## config.mk

```make
export PLATFORM = sky130hd
export DESIGN_NAME = mc_ctrl_fsm
export DESIGN_NICKNAME = d
export VERILOG_FILES = /design/src/rtl/mc_ctrl_pkg.sv /design/src/rtl/mc_alu_dec.sv /design/src/rtl/mc_ctrl_fsm.sv
export SDC_FILE = /design/constraint.sdc
export NUM_CORES = 1
export LEC_CHECK = 0
export ABC_CLOCK_PERIOD_IN_PS = 2600
export BUFFER_PORTS_ARGS = -buffer_cell sky130_fd_sc_hd__buf_4
export CORE_MARGIN = 2
export CORE_UTILIZATION = 50
export CTS_BUF_LIST = sky130_fd_sc_hd__clkbuf_8
export DETAILED_ROUTE_END_ITERATION = 6
export PLACE_DENSITY = 0.92
export RECOVER_POWER = 25
export SLEW_MARGIN = 40
export SYNTH_ARGS = -nofsm -noshare
export SYNTH_HDL_FRONTEND = slang
export SYNTH_SLANG_ARGS = --single-unit
export TNS_END_PERCENT = 10
```

## constraint.sdc

```tcl
create_clock -name clk -period 2.6 [get_ports clk]
set_input_delay 0.52 -clock clk [delete_from_list [all_inputs] [get_ports clk]]
set_output_delay 0.52 -clock clk [all_outputs]
set_load 0.02 [all_outputs]
```

## src/rtl/mc_ctrl_pkg.sv

```systemverilog
// Shared types and encodings for the multicycle MIPS control unit.
// State codes are exported on state_dbg, so their values are fixed.
package mc_ctrl_pkg;

   typedef enum logic [3:0] {
      S_FETCH  = 4'd0,
      S_DECODE = 4'd1,
      S_MEMADR = 4'd2,
      S_MEMRD  = 4'd3,
      S_MEMWB  = 4'd4,
      S_MEMWR  = 4'd5,
      S_RTEXEC = 4'd6,
      S_ALUWB  = 4'd7,
      S_BRANCH = 4'd8,
      S_ADDIEX = 4'd9,
      S_ADDIWB = 4'd10,
      S_JUMP   = 4'd11
   } state_t;

   localparam logic [5:0] OP_RTYPE = 6'h00;
   localparam logic [5:0] OP_LW    = 6'h23;
   localparam logic [5:0] OP_SW    = 6'h2B;
   localparam logic [5:0] OP_BEQ   = 6'h04;
   localparam logic [5:0] OP_ADDI  = 6'h08;
   localparam logic [5:0] OP_J     = 6'h02;

   localparam logic [5:0] FN_ADD = 6'h20;
   localparam logic [5:0] FN_SUB = 6'h22;
   localparam logic [5:0] FN_AND = 6'h24;
   localparam logic [5:0] FN_OR  = 6'h25;
   localparam logic [5:0] FN_SLT = 6'h2A;

   localparam logic [2:0] ALU_ADD = 3'b010;
   localparam logic [2:0] ALU_SUB = 3'b110;
   localparam logic [2:0] ALU_AND = 3'b000;
   localparam logic [2:0] ALU_OR  = 3'b001;
   localparam logic [2:0] ALU_SLT = 3'b111;

   // ALU operation class requested by the FSM from the ALU decoder
   localparam logic [1:0] ALUOP_ADD   = 2'b00;
   localparam logic [1:0] ALUOP_SUB   = 2'b01;
   localparam logic [1:0] ALUOP_FUNCT = 2'b10;

   localparam logic [1:0] SRCB_B      = 2'b00;
   localparam logic [1:0] SRCB_FOUR   = 2'b01;
   localparam logic [1:0] SRCB_IMM    = 2'b10;
   localparam logic [1:0] SRCB_IMM_S2 = 2'b11;

   localparam logic [1:0] PCSRC_ALU    = 2'b00;
   localparam logic [1:0] PCSRC_ALUOUT = 2'b01;
   localparam logic [1:0] PCSRC_JUMP   = 2'b10;

endpackage

```

## src/rtl/mc_alu_dec.sv

```systemverilog
// ALU control decoder: maps the FSM's ALU operation class and the R-type
// funct field to an ALU control code, flagging unsupported funct values.
module mc_alu_dec
   import mc_ctrl_pkg::*;
#(
   parameter int FN_W   = 6,
   parameter int ALUC_W = 3
) (
   input  logic [1:0]        alu_op,
   input  logic [FN_W-1:0]   funct,
   output logic [ALUC_W-1:0] alu_ctl,
   output logic              funct_ok
);

   always_comb begin
      alu_ctl  = ALU_ADD;
      funct_ok = 1'b1;
      case (alu_op)
         ALUOP_SUB: alu_ctl = ALU_SUB;
         ALUOP_FUNCT: begin
            case (funct)
               FN_ADD:  alu_ctl = ALU_ADD;
               FN_SUB:  alu_ctl = ALU_SUB;
               FN_AND:  alu_ctl = ALU_AND;
               FN_OR:   alu_ctl = ALU_OR;
               FN_SLT:  alu_ctl = ALU_SLT;
               default: begin
                  alu_ctl  = ALU_ADD;
                  funct_ok = 1'b0;
               end
            endcase
         end
         default: alu_ctl = ALU_ADD;
      endcase
   end

endmodule

```

## src/rtl/mc_ctrl_fsm.sv

```systemverilog
// Moore control FSM for the multicycle MIPS datapath. Outputs decode the
// current state (plus mem_ready/zero) and are forced to zero while in reset.
module mc_ctrl_fsm
   import mc_ctrl_pkg::*;
#(
   parameter int OP_W   = 6,
   parameter int FN_W   = 6,
   parameter int ALUC_W = 3
) (
   input  logic              clk,
   input  logic              reset,
   input  logic [OP_W-1:0]   opcode,
   input  logic [FN_W-1:0]   funct,
   input  logic              zero,
   input  logic              mem_ready,
   output logic              iord,
   output logic              mem_read,
   output logic              mem_write,
   output logic              ir_write,
   output logic              reg_dst,
   output logic              mem_to_reg,
   output logic              reg_write,
   output logic              alu_src_a,
   output logic [1:0]        alu_src_b,
   output logic [ALUC_W-1:0] alu_ctl,
   output logic [1:0]        pc_src,
   output logic              pc_en,
   output logic              illegal_op,
   output logic [3:0]        state_dbg
);

   state_t              state_reg;
   state_t              state_next;
   logic [1:0]          alu_op;
   logic [ALUC_W-1:0]   alu_ctl_dec;
   logic                funct_ok;
   logic                pc_write;
   logic                branch;

   always_ff @(posedge clk or negedge reset) begin
      if (!reset) begin
         state_reg <= S_FETCH;
      end else begin
         state_reg <= state_next;
      end
   end

   // Kept apart from the main decode so funct_ok feeds back without a comb loop
   always_comb begin
      alu_op = ALUOP_ADD;
      if (state_reg == S_RTEXEC) begin
         alu_op = ALUOP_FUNCT;
      end else if (state_reg == S_BRANCH) begin
         alu_op = ALUOP_SUB;
      end
   end

   mc_alu_dec #(
      .FN_W   (FN_W),
      .ALUC_W (ALUC_W)
   ) u_alu_dec (
      .alu_op   (alu_op),
      .funct    (funct),
      .alu_ctl  (alu_ctl_dec),
      .funct_ok (funct_ok)
   );

   always_comb begin
      state_next = state_reg;
      iord       = 1'b0;
      mem_read   = 1'b0;
      mem_write  = 1'b0;
      ir_write   = 1'b0;
      reg_dst    = 1'b0;
      mem_to_reg = 1'b0;
      reg_write  = 1'b0;
      alu_src_a  = 1'b0;
      alu_src_b  = SRCB_B;
      alu_ctl    = '0;
      pc_src     = PCSRC_ALU;
      pc_write   = 1'b0;
      branch     = 1'b0;
      illegal_op = 1'b0;

      if (reset) begin
         case (state_reg)
            S_FETCH: begin
               mem_read  = 1'b1;
               alu_src_b = SRCB_FOUR;
               alu_ctl   = alu_ctl_dec;
               if (mem_ready) begin
                  ir_write   = 1'b1;
                  pc_write   = 1'b1;
                  state_next = S_DECODE;
               end
            end
            S_DECODE: begin
               alu_src_b = SRCB_IMM_S2;
               alu_ctl   = alu_ctl_dec;
               case (opcode)
                  OP_LW, OP_SW: state_next = S_MEMADR;
                  OP_RTYPE:     state_next = S_RTEXEC;
                  OP_BEQ:       state_next = S_BRANCH;
                  OP_ADDI:      state_next = S_ADDIEX;
                  OP_J:         state_next = S_JUMP;
                  default: begin
                     // PC already advanced in FETCH, so the word is skipped
                     illegal_op = 1'b1;
                     state_next = S_FETCH;
                  end
               endcase
            end
            S_MEMADR: begin
               alu_src_a  = 1'b1;
               alu_src_b  = SRCB_IMM;
               alu_ctl    = alu_ctl_dec;
               state_next = (opcode == OP_SW) ? S_MEMWR : S_MEMRD;
            end
            S_MEMRD: begin
               iord     = 1'b1;
               mem_read = 1'b1;
               if (mem_ready) begin
                  state_next = S_MEMWB;
               end
            end
            S_MEMWB: begin
               mem_to_reg = 1'b1;
               reg_write  = 1'b1;
               state_next = S_FETCH;
            end
            S_MEMWR: begin
               iord      = 1'b1;
               mem_write = 1'b1;
               if (mem_ready) begin
                  state_next = S_FETCH;
               end
            end
            S_RTEXEC: begin
               alu_src_a = 1'b1;
               alu_src_b = SRCB_B;
               alu_ctl   = alu_ctl_dec;
               if (funct_ok) begin
                  state_next = S_ALUWB;
               end else begin
                  illegal_op = 1'b1;
                  state_next = S_FETCH;
               end
            end
            S_ALUWB: begin
               reg_dst    = 1'b1;
               reg_write  = 1'b1;
               state_next = S_FETCH;
            end
            S_BRANCH: begin
               alu_src_a  = 1'b1;
               alu_src_b  = SRCB_B;
               alu_ctl    = alu_ctl_dec;
               branch     = 1'b1;
               pc_src     = PCSRC_ALUOUT;
               state_next = S_FETCH;
            end
            S_ADDIEX: begin
               alu_src_a  = 1'b1;
               alu_src_b  = SRCB_IMM;
               alu_ctl    = alu_ctl_dec;
               state_next = S_ADDIWB;
            end
            S_ADDIWB: begin
               reg_write  = 1'b1;
               state_next = S_FETCH;
            end
            S_JUMP: begin
               pc_src     = PCSRC_JUMP;
               pc_write   = 1'b1;
               state_next = S_FETCH;
            end
            default: state_next = S_FETCH;
         endcase
      end

      pc_en = pc_write | (branch & zero);
   end

   assign state_dbg = state_reg;

endmodule
```

==> results.py, run 1 <==
metrics = {
    "clock_tree": {
        "tritoncts": "yes",
        "clock_latency_ps": 220,
        "cts_setup_buffers": 0,
        "cts_root_buf": "clkbuf_8",
        "numCtsBuffers": 3,
        "clk_pin_slew_ps": 30,
        "htree_levels": 1,
        "cts_resized": 0,
        "postCtsHoldBufs": 0,
        "clk_path_buf_depth": 2,
        "numClockSinks": 4,
    },
    "floorplan": {
        "die-height_um": 43.5,
        "ios": 37,
        "row_count": 14,
        "die_w_um": 43.5,
        "coreArea_um2": 1490,
        "initial_utilization": 0.524,
        "die_area_um2": 1890,
    },
    "yosys": {
        "synth.distinct_cells": 48,
        "yosysWarnings": 0,
        "synth-edff-count": 0,
        "ys_seq_area_frac": 0.128,
        "syn_area_um2": 781,
        "ys_async_sr_fraction": 1.00,
        "synth.avg_cell_area_um2": 7.51,
        "yosysTopAreaCell": "dfrtp_1",
        "ys_ff_latch": 4,
        "synth_nets": 120,
        "synth_cells": 104,
        "synth_top_flop_cell": "dfrtp_1",
        "synth.area.top_cells": "dfrtp_1 13%, nor2_1 4.8%, nor3_1 4.5%",
        "yosysTopAreaCellShare": 0.128,
    },
    "power_and_ir_drop": {
        "pwr-share-seq": 0.193,
        "combPwrFrac": 0.618,
        "switchingPower_uw": 341,
        "p_leak_nw": 0.468,
        "clockPowerShare": 0.189,
        "power_uw": 711,
        "p_sw_frac": 0.480,
        "intPower_uw": 370,
        "pwr_density_cell_nw_per_um2": 677,
        "max-vdd-ir-drop_mv": 0.538,
    },
    "worst_setup_path": {
        "critPathBufInv": 2,
        "rr_worst_depth": 4,
        "r2r_setup_slack_ps": 870,
        "max_stage_delay_ps": 700,
        "crit_path_cell_trace": "inv_2 -> nor2_1 -> nand2_1 -> nor3_1 -> buf_4",
        "cp_data_required_time_ps": 2080,
        "critPathMaxFanout": 14,
        "critPathTopFamily": "flip-flops",
        "end_kind": "primary output",
        "rr_endpoint": "state_dbg[0]",
        "worstSetupStartpointType": "flop",
        "r2r_start": "state_dbg[1]",
        "crit_arrival_ps": 1820,
        "critPathKind": "reg -> out",
        "cp_slowest_cell": "dfrtp_1",
    },
    "drt": {
        "first_iter_violations": 26,
        "drc": 0,
        "wire_per_inst_um": 14.6,
        "routed_wl_um": 2220,
        "vias_per_cell": 6.06,
        "detail-route-antenna-nets": 0,
        "vias": 921,
        "drt-pass1-iter-count": 5,
    },
    "timing": {
        "slew_headroom": 0.521,
        "skew_ps": 4.77,
        "hold_viol": 0,
        "max_freq_mhz": 427,
        "finalSetupViolations": 0,
        "period_needed_ps": 2340,
        "rsz0062_at_grt": "false",
        "slew_violations": 0,
        "setup-tns-final_ps": 0,
        "tightest_slew_ps": 719,
        "period_share": 0.901,
    },
    "global_routing": {
        "antenna_found_initial": 0,
        "grt_util_all_layers": 0.260,
        "grt_pass1_vias": 845,
        "grt_pass1_wl_um": 3770,
        "grt_max_degree": 22,
        "grt_remaining_overflow": 0,
    },
    "layout": {
        "drive_gt1_frac": 0.382,
        "nNetsFinal": 154,
        "final_cell_mix": "35 x buf_4, 10 x nor2_1, 7 x nor3_1",
        "fin_area_um2": 1050,
        "area_growth_pct": 34.6,
        "largest_reg_flops": 4,
        "layout_commonest_cell": "buf_4",
        "antenna_cells": 0,
    },
    "placed_design": {
        "placement.io_buffers": 36,
        "dp_hpwl_um": 1710,
        "place.gp.congestion": 0.953,
        "place_area_um2": 1020,
    },
    "status": {
        "status": "finished, final reports clean",
    },
    "run": {
        "max_cap_violations": 0,
    },
    "hold_path": {
        "hold_class": "in -> async",
    },
}
power groups by stage:
stage | clock [mW] | combinational (mW) | sequential, mW
floorplan | 0 | 0.345 | 0.111
global placement | 0 | 0.437 | 0.139
detailed placement | 0 | 0.446 | 0.141
CTS | 0.137 | 0.449 | 0.141
global route | 0.139 | 0.472 | 0.144
finish | 0.135 | 0.439 | 0.138
Yosys cell counts (2+ instances only):
cell type / n
nor2_1: 10
nor3_1: 7
nand2_1: 6
o21ai_0: 6
buf_2: 4
dfrtp_1: 4
nor2b_1: 4
xor2_1: 4
a21oi_1: 3
a31oi_1: 3
and3_1: 3
nand2b_1: 3
nand3_1: 3
nor3b_1: 3
o21ai_1: 3
buf_6: 2
inv_2: 2
nand2b_4: 2
nand3b_1: 2
nor3_2: 2
layer usage:
| layer | up-vias | routed length (um) | GRT usage |
|---|---|---|---|
| met4 | 0 | 34 | 0.115 |
| met1 | 432 | 910 | 0.336 |
| li1 | 449 | - | - |
| met5 | - | 0 | 0 |
| met2 | 35 | 1140 | 0.433 |
| met3 | 5 | 135 | 0.0333 |
through the flow:
step / worst slack, ps / hold WS, ps / utilization / instances
3_5_place_dp: 524 / 375 / 0.688 / 149
3_3_place_gp: 583 / 375 / 0.688 / 149
5_1_grt: 92.3 / 152 / 0.706 / 152
6_report: 257 / 143 / 0.706 / 152
2_1_floorplan: 543 / 224 / - / 104
4_1_cts: 269 / 143 / 0.716 / 152
cell families after synthesis:
group | share of synthesized area
flip-flops | 0.128
AO/OA/AOI/OAI | 0.298
XOR/XNOR | 0.0449
buffers and inverters | 0.0833
AND/OR/NAND/NOR | 0.431
multiplexers | 0.0144
worst max-delay path by stage:
stage                       to  cells after the start         start  slack (ps)
floorplan           alu_ctl[2]                      4  state_dbg[3]         540
global placement         pc_en                      4  state_dbg[1]         580
detailed placement  mem_to_reg                      5  state_dbg[2]         520
CTS                 mem_to_reg                      5  state_dbg[2]         270
global route        mem_to_reg                      5  state_dbg[2]          90
finish              mem_to_reg                      5  state_dbg[2]         260
worst register-to-register path, delay by kind of cell, from the launching register on:
family | cells | cell delay, ps
AND/OR/NAND/NOR | 2 | 340
flip-flops | 1 | 790
AO/OA/AOI/OAI | 2 | 440
layout make-up:
type,instances,area [um2]
Fill cell,128,438
Tap cell,16,20.0
Sequential cell,4,100
Timing Repair Buffer,37,270
Inverter,3,11.3
Multi-Input combinational cell,89,608
Clock buffer,3,41.3
(Power assumes the default switching activity.)
==> run 2: changes to the inputs <==
--- a/constraint.sdc
+++ b/constraint.sdc
@@ -3,2 +3,2 @@
 set_output_delay 0.52 -clock clk [all_outputs]
-set_load 0.02 [all_outputs]
+set_load 0.005 [all_outputs]
==> results.py, run 2 (synthesized netlist as in run 1, its figures left out) <==
metrics = {
    "status": {
        "status": "finished, final reports clean",
    },
    "worst_setup_path": {
        "end_kind": "primary output",
        "critPathBufInv": 1,
        "crit_arrival_ps": 1760,
        "critPathMaxFanout": 21,
        "worstSetupStartpointType": "flop",
        "max_stage_delay_ps": 780,
        "crit_path_cell_trace": "nor3b_1 -> a31oi_1 -> nor3b_1 -> buf_4",
        "cp_data_required_time_ps": 2080,
        "cp_slowest_cell": "dfrtp_1",
        "critPathKind": "reg -> out",
        "critPathTopFamily": "flip-flops",
        "path_common_cell": "nor3b_1",
    },
    "floorplan": {
        "row_count": 14,
        "die_w_um": 43.5,
        "die_area_um2": 1890,
        "coreArea_um2": 1490,
        "initial_utilization": 0.524,
        "die-height_um": 43.5,
        "ios": 37,
    },
    "global_routing": {
        "grt_remaining_overflow": 0,
        "grt_util_all_layers": 0.253,
        "grt_pass1_vias": 849,
        "grt_pass1_wl_um": 3730,
        "grt_max_degree": 22,
        "antenna_found_initial": 0,
    },
    "layout": {
        "antenna_cells": 0,
        "largest_reg_flops": 4,
        "area_growth_pct": 34.6,
        "n_fill_cell": 132,
        "nNetsFinal": 153,
        "final_cell_mix": "34 x buf_4, 10 x nor2_1, 7 x nor3_1",
        "ff_latch_area_um2": 100,
        "layout.cells.non_filler": 151,
        "layout_commonest_cell": "buf_4",
        "drive_gt1_frac": 0.393,
        "fin_area_um2": 1050,
        "multiInputGateArea_um2": 608,
        "final_util": 0.706,
    },
    "timing": {
        "period_needed_ps": 2280,
        "period_share": 0.878,
        "finalSetupViolations": 0,
        "tightest_slew_ps": 701,
        "fin_ws_ps": 317,
        "slew_headroom": 0.533,
        "hold_viol": 0,
        "max_freq_mhz": 438,
        "slew_violations": 0,
        "skew_ps": 1.54,
        "setup-tns-final_ps": 0,
        "rsz0062_at_grt": "false",
    },
    "clock_tree": {
        "numClockSinks": 4,
        "cts_root_buf": "clkbuf_8",
        "tritoncts": "yes",
        "clk_path_buf_depth": 2,
        "postCtsHoldBufs": 0,
        "cts_resized": 0,
        "htree_levels": 1,
        "numCtsBuffers": 3,
        "clock_latency_ps": 220,
        "cts_setup_buffers": 0,
        "clk_pin_slew_ps": 30,
    },
    "hold_path": {
        "hold_class": "in -> async",
    },
    "placed_design": {
        "placement.io_buffers": 36,
        "place.gp.congestion": 0.956,
        "dp_hpwl_um": 1590,
        "placedCellCount": 148,
        "place_area_um2": 1020,
        "pre_cts_ws_ps": 550,
    },
    "drt": {
        "routed_wl_um": 2110,
        "drt-pass1-iter-count": 4,
        "vias": 921,
        "first_iter_violations": 30,
        "drc": 0,
        "detail-route-antenna-nets": 0,
        "wire_per_inst_um": 14.0,
        "vias_per_cell": 6.10,
    },
    "run": {
        "max_cap_violations": 0,
    },
    "power_and_ir_drop": {
        "max-vdd-ir-drop_mv": 0.699,
        "p_leak_nw": 0.470,
        "pwr_density_cell_nw_per_um2": 603,
    },
}
run 2: changes by cell type in the layout (fill, tap and decap cells not counted):
cell      change
clkbuf_1      -2
clkbuf_4      +2
buf_4         -1
run 2: power by group:
group | switching, mW | internal (mW) | leakage [nW]
combinational | 0.164 | 0.185 | 0.395
sequential | 0.0767 | 0.0762 | 0.0536
clock | 0.0339 | 0.0988 | 0.0216
total | 0.274 | 0.360 | 0.470
run 2: cell type report:
cell class,count,share of cell area
Clock buffer,3,0.0393
Inverter,3,0.0107
Multi-Input combinational cell,89,0.579
Sequential cell,4,0.0952
Tap cell,16,0.0190
Timing Repair Buffer,36,0.257
run 2: through the flow:
stage,power (mW),hold slack [ps]
floorplan,0.398,224
global placement,0.500,375
detailed placement,0.513,377
CTS,0.647,148
global route,0.687,157
finish,0.634,149
run 2: final timing paths:
kind | start | endpoint | slack, ps | cells past startpoint
setup / recovery | state_dbg[1] | alu_ctl[2] | 320 | 4
hold / removal | reset | state_dbg[1] | 150 | 1
setup reg to reg | state_dbg[1] | state_dbg[0] | 890 | 4
hold reg to reg | state_dbg[3] | state_dbg[3] | 850 | 2
max in group asynchronous | reset | state_dbg[3] | 2280 | 1
min in group clk | opcode[4] | state_dbg[3] | 650 | 4
run 2: per-layer routing:
layer  share of wire  GRT usage  wire [um]  vias to the layer above
li1                -          -          -                      450
met1            0.41      0.336        864                      431
met2            0.52      0.403       1100                       36
met3           0.058     0.0583        122                        4
met4           0.013     0.0909         28                        0
met5               0          0          0                        -
==> run 3: changes to the inputs <==
==> constraint.sdc (replaced) <==
create_clock -name clk -period 2.6 [get_ports clk]
set_input_delay 0.13 -clock clk [delete_from_list [all_inputs] [get_ports clk]]
set_output_delay 0.13 -clock clk [all_outputs]
set_load 0.005 [all_outputs]
==> results.py, run 3 (synthesized netlist as in run 1, its figures left out) <==
metrics = {
    "clock_tree": {
        "cts_root_buf": "clkbuf_8",
        "tritoncts": "yes",
        "numClockSinks": 4,
        "clock_latency_ps": 210,
        "clk_path_buf_depth": 2,
        "clk_pin_slew_ps": 30,
        "cts_setup_buffers": 0,
        "cts_resized": 0,
        "htree_levels": 1,
        "postCtsHoldBufs": 1,
        "numCtsBuffers": 3,
    },
    "timing": {
        "hold_viol": 0,
        "period_share": 0.729,
        "slew_headroom": 0.515,
        "skew_ps": 0.261,
        "setup-tns-final_ps": 0,
        "finalSetupViolations": 0,
        "slew_violations": 0,
        "max_freq_mhz": 527,
        "tightest_slew_ps": 728,
        "period_needed_ps": 1900,
        "rsz0062_at_grt": "false",
    },
    "global_routing": {
        "grt_max_degree": 22,
        "met2_usage": 0.418,
        "grt_pass1_vias": 800,
        "use_met1": 0.303,
        "grt_remaining_overflow": 0,
        "grt_pass1_wl_um": 3430,
        "gr-usage-met3": 0.0250,
        "grt_most_used_layer": "met2",
        "grt_util_all_layers": 0.232,
        "antenna_found_initial": 0,
    },
    "floorplan": {
        "row_count": 14,
        "coreArea_um2": 1490,
        "die_area_um2": 1890,
        "initial_utilization": 0.524,
        "ios": 37,
        "die_w_um": 43.5,
        "die-height_um": 43.5,
    },
    "power_and_ir_drop": {
        "combPwrFrac": 0.553,
        "pwr-share-seq": 0.249,
        "pwr_density_cell_nw_per_um2": 602,
        "clockPowerShare": 0.198,
        "switchingPower_uw": 276,
        "p_leak_nw": 0.476,
        "intPower_uw": 367,
        "p_sw_frac": 0.429,
        "max-vdd-ir-drop_mv": 0.649,
    },
    "placed_design": {
        "dp_hpwl_um": 1610,
        "placedCellCount": 148,
        "placement.io_buffers": 36,
        "place.gp.congestion": 0.966,
    },
    "worst_setup_path": {
        "critPathKind": "reg -> out",
        "critPathMaxFanout": 21,
        "crit_arrival_ps": 1770,
        "end_kind": "primary output",
        "critPathTopFamily": "flip-flops",
        "rr_endpoint": "state_dbg[0]",
        "worstSetupStartpointType": "flop",
        "cp_slowest_cell": "dfrtp_1",
        "r2r_setup_slack_ps": 870,
        "cp_data_required_time_ps": 2470,
        "r2r_start": "state_dbg[1]",
        "rr_worst_depth": 4,
        "critPathBufInv": 1,
        "crit_path_cell_trace": "nor2_1 -> and3_1 -> or2_1 -> buf_4",
        "max_stage_delay_ps": 800,
    },
    "layout": {
        "antenna_cells": 0,
        "largest_reg_flops": 4,
        "final_util": 0.718,
        "ff_latch_area_um2": 100,
        "layout.cells.non_filler": 152,
        "multiInputGateArea_um2": 616,
        "n_fill_cell": 123,
        "final_cell_mix": "33 x buf_4, 10 x nor2_1, 7 x nor3_1",
        "area_growth_pct": 36.9,
        "layout_commonest_cell": "buf_4",
        "nNetsFinal": 154,
        "drive_gt1_frac": 0.397,
    },
    "drt": {
        "first_iter_violations": 22,
        "vias_per_cell": 6.15,
        "wire_per_inst_um": 14.5,
        "drt-pass1-iter-count": 4,
        "vias": 935,
        "drc": 0,
        "detail-route-antenna-nets": 0,
        "routed_wl_um": 2200,
    },
    "status": {
        "status": "finished, final reports clean",
    },
    "hold_path": {
        "min_from": "opcode[4]",
        "min_to": "state_dbg[3]",
        "whs_path_depth": 4,
        "hold_class": "in -> reg",
    },
    "run": {
        "max_cap_violations": 0,
    },
}
## run 3: power groups by stage
| stage | clock network (mW) | registers [mW] | logic, mW |
|---|---|---|---|
| 2_1_floorplan | 0 | 0.0943 | 0.304 |
| 3_3_place_gp | 0 | 0.157 | 0.343 |
| 3_5_place_dp | 0 | 0.159 | 0.354 |
| 4_1_cts | 0.128 | 0.159 | 0.358 |
| 5_1_grt | 0.135 | 0.167 | 0.388 |
| 6_report | 0.127 | 0.160 | 0.356 |
## run 3: worst reg2reg max path: stages, from the launching register on
cell	delay (ps)
dfrtp_1	800
nand2b_4	290
nor2_4	50
o2111ai_2	280
o221ai_1	160
## run 3: metal layers
layer | wire length, um | vias to the layer above
li1 | - | 453
met1 | 925 | 437
met2 | 1140 | 45
met3 | 131 | 0
met4 | 0 | 0
met5 | 0 | -
## run 3: worst max path at each step
stage | start | to | slack [ps] | cells past startpoint
6_report | state_dbg[1] | pc_en | 700 | 4
5_1_grt | state_dbg[1] | pc_en | 580 | 4
4_1_cts | state_dbg[1] | pc_en | 710 | 4
3_5_place_dp | state_dbg[1] | state_dbg[0] | 900 | 4
3_3_place_gp | state_dbg[1] | state_dbg[0] | 970 | 4
2_1_floorplan | state_dbg[1] | state_dbg[2] | 1280 | 5
## run 3: layout make-up
class                   count  share of cell area
clock buffers               3              0.0386
inverters                   3              0.0105
multi-input cells          89               0.576
flip-flops and latches      4              0.0937
well taps                  16              0.0187
repair buffers             37               0.262
## run 3: per-stage QoR
step	cell area (um2)	setup slack [ps]	hold WS, ps	power [mW]
global placement	1020	973	-13.2	0.501
detailed placement	1020	903	-10.3	0.514
finish	1070	704	283	0.643
CTS	1070	707	277	0.645
floorplan	781	1280	-166	0.398
global route	1070	578	344	0.691
